==> src/rtl/fetch_prefetch_queue.sv <==
// Instruction prefetch front end: sequential fetch, one outstanding request,
// small FIFO toward decode, flush-and-refetch on branch/jump redirect.
module fetch_prefetch_queue #(
    parameter int unsigned       DEPTH    = 4,
    parameter int unsigned       ADDR_W   = 8,
    parameter int unsigned       INSTR_W  = 16,
    parameter logic [ADDR_W-1:0] RESET_PC = '0
) (
    input  logic                       clk,
    input  logic                       reset,
    output logic                       imem_req,
    output logic [ADDR_W-1:0]          imem_addr,
    input  logic                       imem_rvalid,
    input  logic [INSTR_W-1:0]         imem_rdata,
    input  logic                       stall,
    input  logic                       redirect,
    input  logic [ADDR_W-1:0]          redirect_pc,
    output logic [INSTR_W-1:0]         instruction,
    output logic [ADDR_W-1:0]          PC_out,
    output logic                       valid,
    output logic [$clog2(DEPTH):0]     occupancy
);

    localparam int unsigned PW = $clog2(DEPTH);
    localparam int unsigned CW = PW + 1;

    typedef enum logic [1:0] {
        S_IDLE,
        S_WAIT,
        S_DROP
    } state_t;

    state_t            state_q, state_d;
    logic [ADDR_W-1:0] fetch_pc_q, fetch_pc_d;
    logic [ADDR_W-1:0] req_pc_q, req_pc_d;
    logic [PW-1:0]     rd_ptr_q, rd_ptr_d;
    logic [PW-1:0]     wr_ptr_q, wr_ptr_d;
    logic [CW-1:0]     count_q, count_d;

    logic [INSTR_W-1:0] instr_mem_q [DEPTH];
    logic [ADDR_W-1:0]  pc_mem_q    [DEPTH];

    logic push;
    logic pop;

    assign imem_req  = (state_q == S_IDLE) && (count_q < CW'(DEPTH))
                       && !redirect && !reset;
    assign imem_addr = fetch_pc_q;
    assign valid     = (count_q != '0) && !reset;
    assign push      = (state_q == S_WAIT) && imem_rvalid && !redirect;
    assign pop       = valid && !stall && !redirect;

    assign instruction = valid ? instr_mem_q[rd_ptr_q] : '0;
    assign PC_out      = valid ? pc_mem_q[rd_ptr_q] : '0;
    assign occupancy   = reset ? '0 : count_q;

    always_comb begin
        state_d    = state_q;
        fetch_pc_d = fetch_pc_q;
        req_pc_d   = req_pc_q;
        rd_ptr_d   = rd_ptr_q;
        wr_ptr_d   = wr_ptr_q;
        count_d    = count_q;

        unique case (state_q)
            S_IDLE: if (imem_req) state_d = S_WAIT;
            S_WAIT: begin
                if (redirect) state_d = imem_rvalid ? S_IDLE : S_DROP;
                else if (imem_rvalid) state_d = S_IDLE;
            end
            S_DROP: if (imem_rvalid) state_d = S_IDLE;
            default: state_d = S_IDLE;
        endcase

        if (imem_req) begin
            req_pc_d   = fetch_pc_q;
            fetch_pc_d = fetch_pc_q + 1'b1;
        end

        if (push) wr_ptr_d = wr_ptr_q + 1'b1;
        if (pop)  rd_ptr_d = rd_ptr_q + 1'b1;
        unique case ({push, pop})
            2'b10:   count_d = count_q + 1'b1;
            2'b01:   count_d = count_q - 1'b1;
            default: count_d = count_q;
        endcase

        // Redirect wins over everything: drop the queue, restart at target.
        if (redirect) begin
            fetch_pc_d = redirect_pc;
            rd_ptr_d   = '0;
            wr_ptr_d   = '0;
            count_d    = '0;
        end
    end

    always_ff @(posedge clk) begin
        if (reset) begin
            state_q    <= S_IDLE;
            fetch_pc_q <= RESET_PC;
            req_pc_q   <= RESET_PC;
            rd_ptr_q   <= '0;
            wr_ptr_q   <= '0;
            count_q    <= '0;
        end else begin
            state_q    <= state_d;
            fetch_pc_q <= fetch_pc_d;
            req_pc_q   <= req_pc_d;
            rd_ptr_q   <= rd_ptr_d;
            wr_ptr_q   <= wr_ptr_d;
            count_q    <= count_d;
        end
    end

    always_ff @(posedge clk) begin
        if (push && !reset) begin
            instr_mem_q[wr_ptr_q] <= imem_rdata;
            pc_mem_q[wr_ptr_q]    <= req_pc_q;
        end
    end

endmodule

==> config.mk <==
export PLATFORM = sky130hd
export DESIGN_NAME = fetch_prefetch_queue
export DESIGN_NICKNAME = d
export VERILOG_FILES = /design/src/rtl/fetch_prefetch_queue.sv
export SDC_FILE = /design/constraint.sdc
export NUM_CORES = 1
export LEC_CHECK = 0
export ABC_CLOCK_PERIOD_IN_PS = 3100
export CORE_MARGIN = 2
export CORE_UTILIZATION = 30
export CTS_CLUSTER_SIZE = 20
export DETAILED_ROUTE_END_ITERATION = 12
export GPL_ROUTABILITY_DRIVEN = 0
export RECOVER_POWER = 100
export SYNTH_ARGS = -nofsm -noshare
export SYNTH_HDL_FRONTEND = slang
export SYNTH_SLANG_ARGS = --single-unit
==> constraint.sdc <==
create_clock -name clk -period 3.1 [get_ports clk]
set_clock_uncertainty 0.1 [all_clocks]
set_input_delay 0.62 -clock clk [delete_from_list [all_inputs] [get_ports clk]]
set_output_delay 0.62 -clock clk [all_outputs]
set_load 0.05 [all_outputs]
# == Word-level counts from Yosys, hierarchy flattened ==
# Memory sizes are Yosys's and may differ from the RTL's. A register that Yosys moved wholly into a read port is not among the register bits.
# Index checks and enable logic that the tools add are counted.
# op_classes
magnitude_cmp,1
eq_ne,5
addsub,5
muxes,17
n_reduce_logical,17
# op_table
operator,n
2-to-1 mux 8 bit,3
2-to-1 mux 16 bit,1
2-to-1 mux 2 bit,8
logical AND 1 bit,9
"adder 8 x 1 -> 8 bit, second input constant",1
case mux 2 bit (3 select lines),1
case mux 3 bit (2 select lines),1
"adder 2 x 1 -> 2 bit, second input constant",2
"equality test 2 x 1 -> 1 bit, second input constant",2
"equality test 2 bit, second input constant",2
nonzero test 2 bit,2
"adder 3 x 1 -> 3 bit, second input constant",1
zero test 1 bit,3
"less-than comparator 3 bit, second input constant",1
2-to-1 mux 3 bit,1
nonzero test 3 bit,1
"subtractor 3 x 1 -> 3 bit, second input constant",1
zero test 2 bit,1
2-to-1 mux 1 bit,2
"!= test 2 bit, second input constant",1
OR reduction 2 bit,1
# word_totals
out_inout_bits,37
regBits,25
mem_bits_rw,96
elab_cells,53
mem_count,2
# memory_table
name,depth,word_bits,read_ports,rd_clocked_by_memory_dff,wr,line_no,text
instr_mem_q,4,16,1,1,1,40,logic [INSTR_W-1:0] instr_mem_q [DEPTH];
pc_mem_q,4,8,1,1,1,41,logic [ADDR_W-1:0] pc_mem_q [DEPTH];

# == Longest topological paths before layout ==
# Gate-level depths: netlist of run 1.
# logic_depth
depth_word,6
depth_mapped,11

# == Least setup slack after synthesis of run 1 ==
# Ideal clock, no wire load.
# synth_timing
kind,input to output
from,input port reset
to,output port instruction[10]
path_stages,6
arrival_time_ns,2.762
t_required_ns,2.380
slack_ns,-0.382
cell_sequence,buf_2 -> nor2b_1 -> nor3_1 -> clkbuf_1 -> buf_2 -> nor2b_1
# synth_between
elab_chain_len,3
# synth_lines
item,line_no,text
start: declaration,10,"input logic reset,"
zero test 1 bit,49,assign valid = (count_q != '0) && !reset;
logical AND 1 bit,49,
2-to-1 mux 16 bit,53,assign instruction = valid ? instr_mem_q[rd_ptr_q] : '0;
end: declaration,18,"output logic [INSTR_W-1:0] instruction,"
# No other way between the ends.

# == Worst setup path in the final report of run 1 ==
# layout_timing
from,input port reset
to,output port PC_out[1]
# layout_between
elab_chain_len,3
# layout_lines
item,line_no,text
zero test 1 bit,49,
logical AND 1 bit,49,
2-to-1 mux 8 bit,54,assign PC_out = valid ? pc_mem_q[rd_ptr_q] : '0;
end: declaration,19,"output logic [ADDR_W-1:0] PC_out,"
# No other way between the ends.

==> results.md, run 1 <==
* Placement Rows at 46
* Die Ht at 132 um
* CP Data Arrival Time at 2.20 ns
* Pwr Density at 613 mW/mm2
* H-tree depth at 4
* Placeable Area at 0.0159 mm2
* Initial antenna violation count at 0
* Pin count of the biggest net entering global routing at 30
* Sequential share of the synthesized area at 70.2%
* Total GRT Usage at 11.8%
* Drt drc at 0
* Post-synth EDFFs at 96
* Drt pass-1 iters at 4
* Max clock buf depth at 2
* Slew at the pin with the worst max-slew slack at 0.645 ns
* Setup TNS at 0 ns
* Placed cell count at 587
* Tightest Hold Check Type: reg2reg
* Final wirelength at 9.57 mm
* # setup viols final at 0
* P&R area growth vs syn at 29.6%
* Clock latency at the later pin of the worst-skew pair at 0.40 ns
* Sink Count at 123
* Pins Over Slew Limit at 0
* Critical Path RT at 2.38 ns
* FFs w/ async S/R, synth at 0%
* Tmin final at 2.92 ns
* Synth cell types at 33
* Vias in the first global route at 3,064
* Most used DFF post-synth: edfxtp_1
* ANT cells at 0
* Register Area at 0.00342 mm2
* Vias per cell at 4.53
* Post-Syn Instances at 308
* First-pass GRT wire length at 15.6 mm
* DR iter-0 viols at 179
* Synth warnings at 0
* IO buf count at 65
* Layout Nets at 426
* Synth Register Bits at 123
* Overflow after GRT at 0
* Post-CTS setup buffers at 0
* Reg clk slew, reported paths at 0.05 ns
* Post-CTS sizing at 0
* Crit. End Element: output pin
* Rel. slew slack at 56.4%
* Clk root buf: clkbuf_16
* Syn Area/Cell at 15.8 um2
* Filler Cell Count at 1,504
* CTS tree: yes
* Post-Layout Cell Count at 618
* Wire length per cell at 15.5 um
* Syn nets at 344
* Status: finished clean
* Worst setup path class: in2out
* Starting Density at 30.7%
* Most common cell after layout, fill and taps aside: edfxtp_1
* Max_cap viols at 0
* Fmax at 0.343 GHz
* Routed vias at 2,801
* Period utilization at 94.2%
* Layout cells sized above 1 at 24.4%
* Width of the die at 132 um
* Fin. Hold Viols at 0
* Most frequent cells in the layout: 96 x edfxtp_1, 26 x nor2b_1, 26 x dfxtp_1, 26 x dlygate4sd3_1, 25 x nand2_1
* Peak supply drop at 0.413 mV
* RSZ-0062 raised after global routing: false
* IO Count at 66
* Critical Path Fanout Max at 29
* Area of the multi-input gates at 0.00137 mm2
* Post-DRT Antenna Nets at 0
* Dpl hpwl at 6.00 mm
* Core Util, Final at 39.8%
* Syn Std Cell Area at 0.00488 mm2
* Worst Setup Start Kind: primary input
* P_leak at 2.11 nW
* CTS Hold Bufs at 0
* Die footprint at 0.0173 mm2
* CTS Buf Count at 17
[report_power, final]
group          total, W  switching (W)  internal (W)
clock network   0.00192       0.000666       0.00125
logic          0.000149      0.0000880     0.0000612
registers       0.00181      0.0000183       0.00179
[cells by family (layout without fill, tap and decap cells)]
kind of cell             count (synthesis)  in the layout  share of synthesized area, %
AND/OR/NAND/NOR                         91             91                          9.62
flip-flops                             123            123                          70.2
buffers and inverters                   24            118                          2.00
adder cells (fa/ha/maj)                  7              7                          1.95
AO/OA/AOI/OAI                           31             31                          3.72
multiplexers                            24             24                          11.1
XOR/XNOR                                 8              8                          1.44
[Yosys cell counts, drive strengths merged (2+ instances only)]
cell / n / area, um2
xor2: 5 / 43.8
or3: 4 / 25.0
xnor2: 3 / 26.3
a211oi: 2 / 15.0
a311oi: 2 / 17.5
edfxtp: 96 / 2880
nor3: 6 / 30.0
and2: 4 / 25.0
nand2: 25 / 93.8
mux4: 24 / 541
clkbuf: 6 / 22.5
inv: 9 / 33.8
dfxtp: 27 / 541
nor2b: 29 / 181
nand3: 6 / 30.0
ha: 6 / 75.1
nor2: 11 / 41.3
o21ai: 4 / 20.0
buf: 8 / 37.5
a21oi: 19 / 95.1
[cell type report]
class / count / area share [%]
inverters: 10 / 0.594
clock buffers: 18 / 6.79
multi-input cells: 161 / 21.7
clock inverters: 13 / 2.41
repair buffers: 77 / 10.1
flip-flops and latches: 123 / 54.2
well taps: 216 / 4.28
[flip-flops by register name, summed over array words and instances, names as in the netlist, named ones only]
| name | count |
|---|---|
| pc_mem_q | 32 |
| state_q | 2 |
| imem_addr | 8 |
| instr_mem_q | 64 |
| wr_ptr_q | 2 |
| count_q | 3 |
| req_pc_q | 8 |
| rd_ptr_q | 2 |
[path summary, 6_finish.rpt]
kind / to / start / cells after the start / slack (ns)
max: PC_out[1] / reset / 6 / 0.18
min: rd_ptr_q[1]$_SDFFE_PP0P_ / rd_ptr_q[1]$_SDFFE_PP0P_ / 2 / 0.39
max reg2reg: count_q[2]$_SDFFE_PP0P_ / count_q[2]$_SDFFE_PP0P_ / 9 / 0.67
min reg2reg: rd_ptr_q[1]$_SDFFE_PP0P_ / rd_ptr_q[1]$_SDFFE_PP0P_ / 2 / 0.39
[critical path, cell delays in order]
cell	delay, ns
dlygate4sd3_1	0.62
nor2b_2	0.23
nor3_2	0.09
buf_12	0.17
nor2b_1	0.15
clkbuf_2	0.30
[stage by stage]
step	setup WS [ns]	hold slack, ns	area, um2	power, W
floorplan	-0.0873	0.353	4880	0.00192
global placement	0.172	0.363	5970	0.00200
detailed placement	0.0293	0.377	5970	0.00200
CTS	0.182	0.389	6550	0.00392
global route	0.0749	0.433	6320	0.00401
finish	0.181	0.386	6320	0.00387
[routing by layer]
layer / vias to the layer above / track usage [%] / wire length, um
met4: 0 / 3.44 / 76
met1: 1385 / 14.7 / 4390
met2: 82 / 18.6 / 4550
li1: 1327 / - / -
met5: - / 0 / 0
met3: 7 / 5.13 / 555
Note: power is estimated with default switching activity, not from simulation.
==> inputs of run 2 (changes only) <==
Settings changed: ABC_CLOCK_PERIOD_IN_PS 3100 to not set, SLEW_MARGIN set to 20.
Clock period 3.1 ns to 2.77 ns, I/O delays scaled along.
==> run 2 against run 1 <==
Against the previous run: worst hold slack gained 0.012 ns; flip-flop and latch count is the same; sequential power up 12%; combinational power up 15%; sequential share of layout area is 0.90 points lower; critical path depth increased by 1; register-to-register slack got worse by 0.29 ns; cell area up 1.7%; first-iteration DRC count down 24%; clock power up 2%; largest power group is now sequential cells; power increased by 7.4%.
==> results.md, run 2 (synthesized netlist as in run 1, its figures left out) <==
* Final wirelength at 9.34 mm
* Logic gate share of total power at 4.1%
* Routed vias at 2,809
* Worst Setup Start Kind: primary input
* IO buf count at 65
* Core Util, Final at 40.5%
* P&R area growth vs syn at 31.8%
* CTS Buf Count at 17
* Rel. slew slack at 48.8%
* Layout cells sized above 1 at 27.1%
* Crit. End Element: output pin
* Internal power at 0.00329 W
* Die footprint at 0.0173 mm2
* Most frequent cells in the layout: 96 x edfxtp_1, 26 x dfxtp_1, 25 x nand2_1, 25 x dlygate4sd3_1, 24 x mux4_2
* Post-DRT Antenna Nets at 0
* Placement Rows at 46
* Largest Register: instr_mem_q
* Slew at the pin with the worst max-slew slack at 0.758 ns
* H-tree depth at 4
* Clock share of power at 47.2%
* Tmin final at 2.61 ns
* Initial antenna violation count at 0
* Switching power at 0.000870 W
* Max clock buf depth at 2
* First-pass GRT wire length at 15.4 mm
* Total GRT Usage at 11.6%
* Clock latency at the later pin of the worst-skew pair at 0.40 ns
* Filler Cell Count at 1,506
* Buf+Inv Stages, Crit Path at 4
* ANT cells at 0
* Power after layout at 0.00416 W
* Reg power frac at 48.7%
* Drt pass-1 iters at 4
* CTS tree: yes
* DR iter-0 viols at 136
* Peak supply drop at 0.452 mV
* Fmax at 0.383 GHz
* Most common cell after layout, fill and taps aside: edfxtp_1
* RSZ-0062 raised after global routing: false
* Tightest Hold Check Type: reg2reg
* Starting Density at 30.7%
* Reg clk slew, reported paths at 0.05 ns
* Clk root buf: clkbuf_16
* Dpl hpwl at 6.08 mm
* Worst setup path class: in2out
* Switch share at 20.9%
* Layout Nets at 437
* Vias per cell at 4.47
* CP peak stage delay at 0.31 ns
* Max_cap viols at 0
* Overflow after GRT at 0
* Largest regs: instr_mem_q x64, pc_mem_q x32
* Max FFs per register at 64
* Cell family with most CP delay: buffers and inverters
* Critical path's slowest cell: dlygate4sd2_1
* Wire length per cell at 14.8 um
* Critical Path Fanout Max at 14
* Period utilization at 94.1%
* Vias in the first global route at 3,031
* Placeable Area at 0.0159 mm2
* Drt drc at 0
* # setup viols final at 0
* Width of the die at 132 um
* Critical Path RT at 2.12 ns
* Status: finished clean
* IO Count at 66
* Crit-path cells: dlygate4sd2_1 -> nor2b_1 -> nor3_4 -> buf_4 -> buf_12 -> nor2b_2 -> clkbuf_2
* Sink Count at 123
* Die Ht at 132 um
* Pins Over Slew Limit at 0
* CTS Hold Bufs at 0
* Pin count of the biggest net entering global routing at 25
* Fin. Hold Viols at 0
* P_leak at 2.14 nW
* CP Data Arrival Time at 1.95 ns
* Pwr Density at 647 mW/mm2
[run 2: changes by cell type in the layout (fill, tap and decap cells not counted), sizes merged]
cell | previous run | this run
dlygate4sd2 | 0 | 1
bufinv | 3 | 1
buf | 15 | 27
clkinv | 9 | 8
inv | 9 | 10
dlygate4sd3 | 26 | 25
clkbuf | 44 | 43
clkinvlp | 2 | 4
[run 2: repair_timing]
action	in CTS	in global routing
resized for setup	1	0
setup endpoints to repair	21	0
setup buffers	0	0
[run 2: area by class of cell]
class	instances	area (um2)	share of cell area, %
inverter	10	37.5	0.584
multi-input combinational	161	1410	21.9
timing repair buffer	88	754	11.7
sequential	123	3420	53.3
clock buffer	18	429	6.68
clock inverter	13	104	1.62
tap	216	270	4.20
[run 2: final timing paths]
check,startpoint,endpoint,slack [ns],cells past startpoint
setup / recovery,reset,instruction[6],0.16,7
hold / removal,rd_ptr_q[1]$_SDFFE_PP0P_,register,0.40,2
setup reg to reg,count_q[2]$_SDFFE_PP0P_,count_q[2]$_SDFFE_PP0P_,0.38,9
hold reg to reg,rd_ptr_q[1]$_SDFFE_PP0P_,register,0.40,2
[run 2: worst register-to-register path, delay by kind of cell, from the launching register on]
family	cells	cell delay, ns
fa+ha+maj	2	0.60
buf+inv	1	0.06
xor+xnor	1	0.16
compound gates	1	0.15
simple gates	4	0.80
flops	1	0.45
[run 2: stage by stage]
stage               area, um2  setup WS (ns)  std cells  TNS, ns  hold WS (ns)
CTS                      6560          0.191        629        0         0.389
finish                   6430          0.162        629        0         0.398
global placement         6030        -0.0606        598   -0.187         0.364
detailed placement       6030         -0.193        598    -1.32         0.384
floorplan                4940         0.0357        308        0         0.353
global route             6430         0.0687        629        0         0.416
[run 2: routing by layer]
| metal | track usage (%) | routed length [um] | vias up |
|---|---|---|---|
| li1 | - | - | 1345 |
| met1 | 14.0 | 4300 | 1373 |
| met2 | 19.2 | 4440 | 79 |
| met3 | 3.70 | 455 | 12 |
| met4 | 5.07 | 141 | 0 |
| met5 | 0 | 0 | - |
[run 2: power by group through the flow]
stage | sequential (W) | clock, W | combinational (W)
final | 0.00202 | 0.00196 | 0.000172
after global routing | 0.00203 | 0.00209 | 0.000188
after CTS | 0.00202 | 0.00200 | 0.000185
after detailed placement | 0.00206 | 0 | 0.000185
after global placement | 0.00206 | 0 | 0.000182
after floorplan | 0.00208 | 0 | 0.0000614
==> inputs of run 3 (changes only) <==
Settings changed: CAP_MARGIN set to 30.
==> results of run 3 <==
Same layout as run 2: the final DEF is identical, and so are final timing and power.
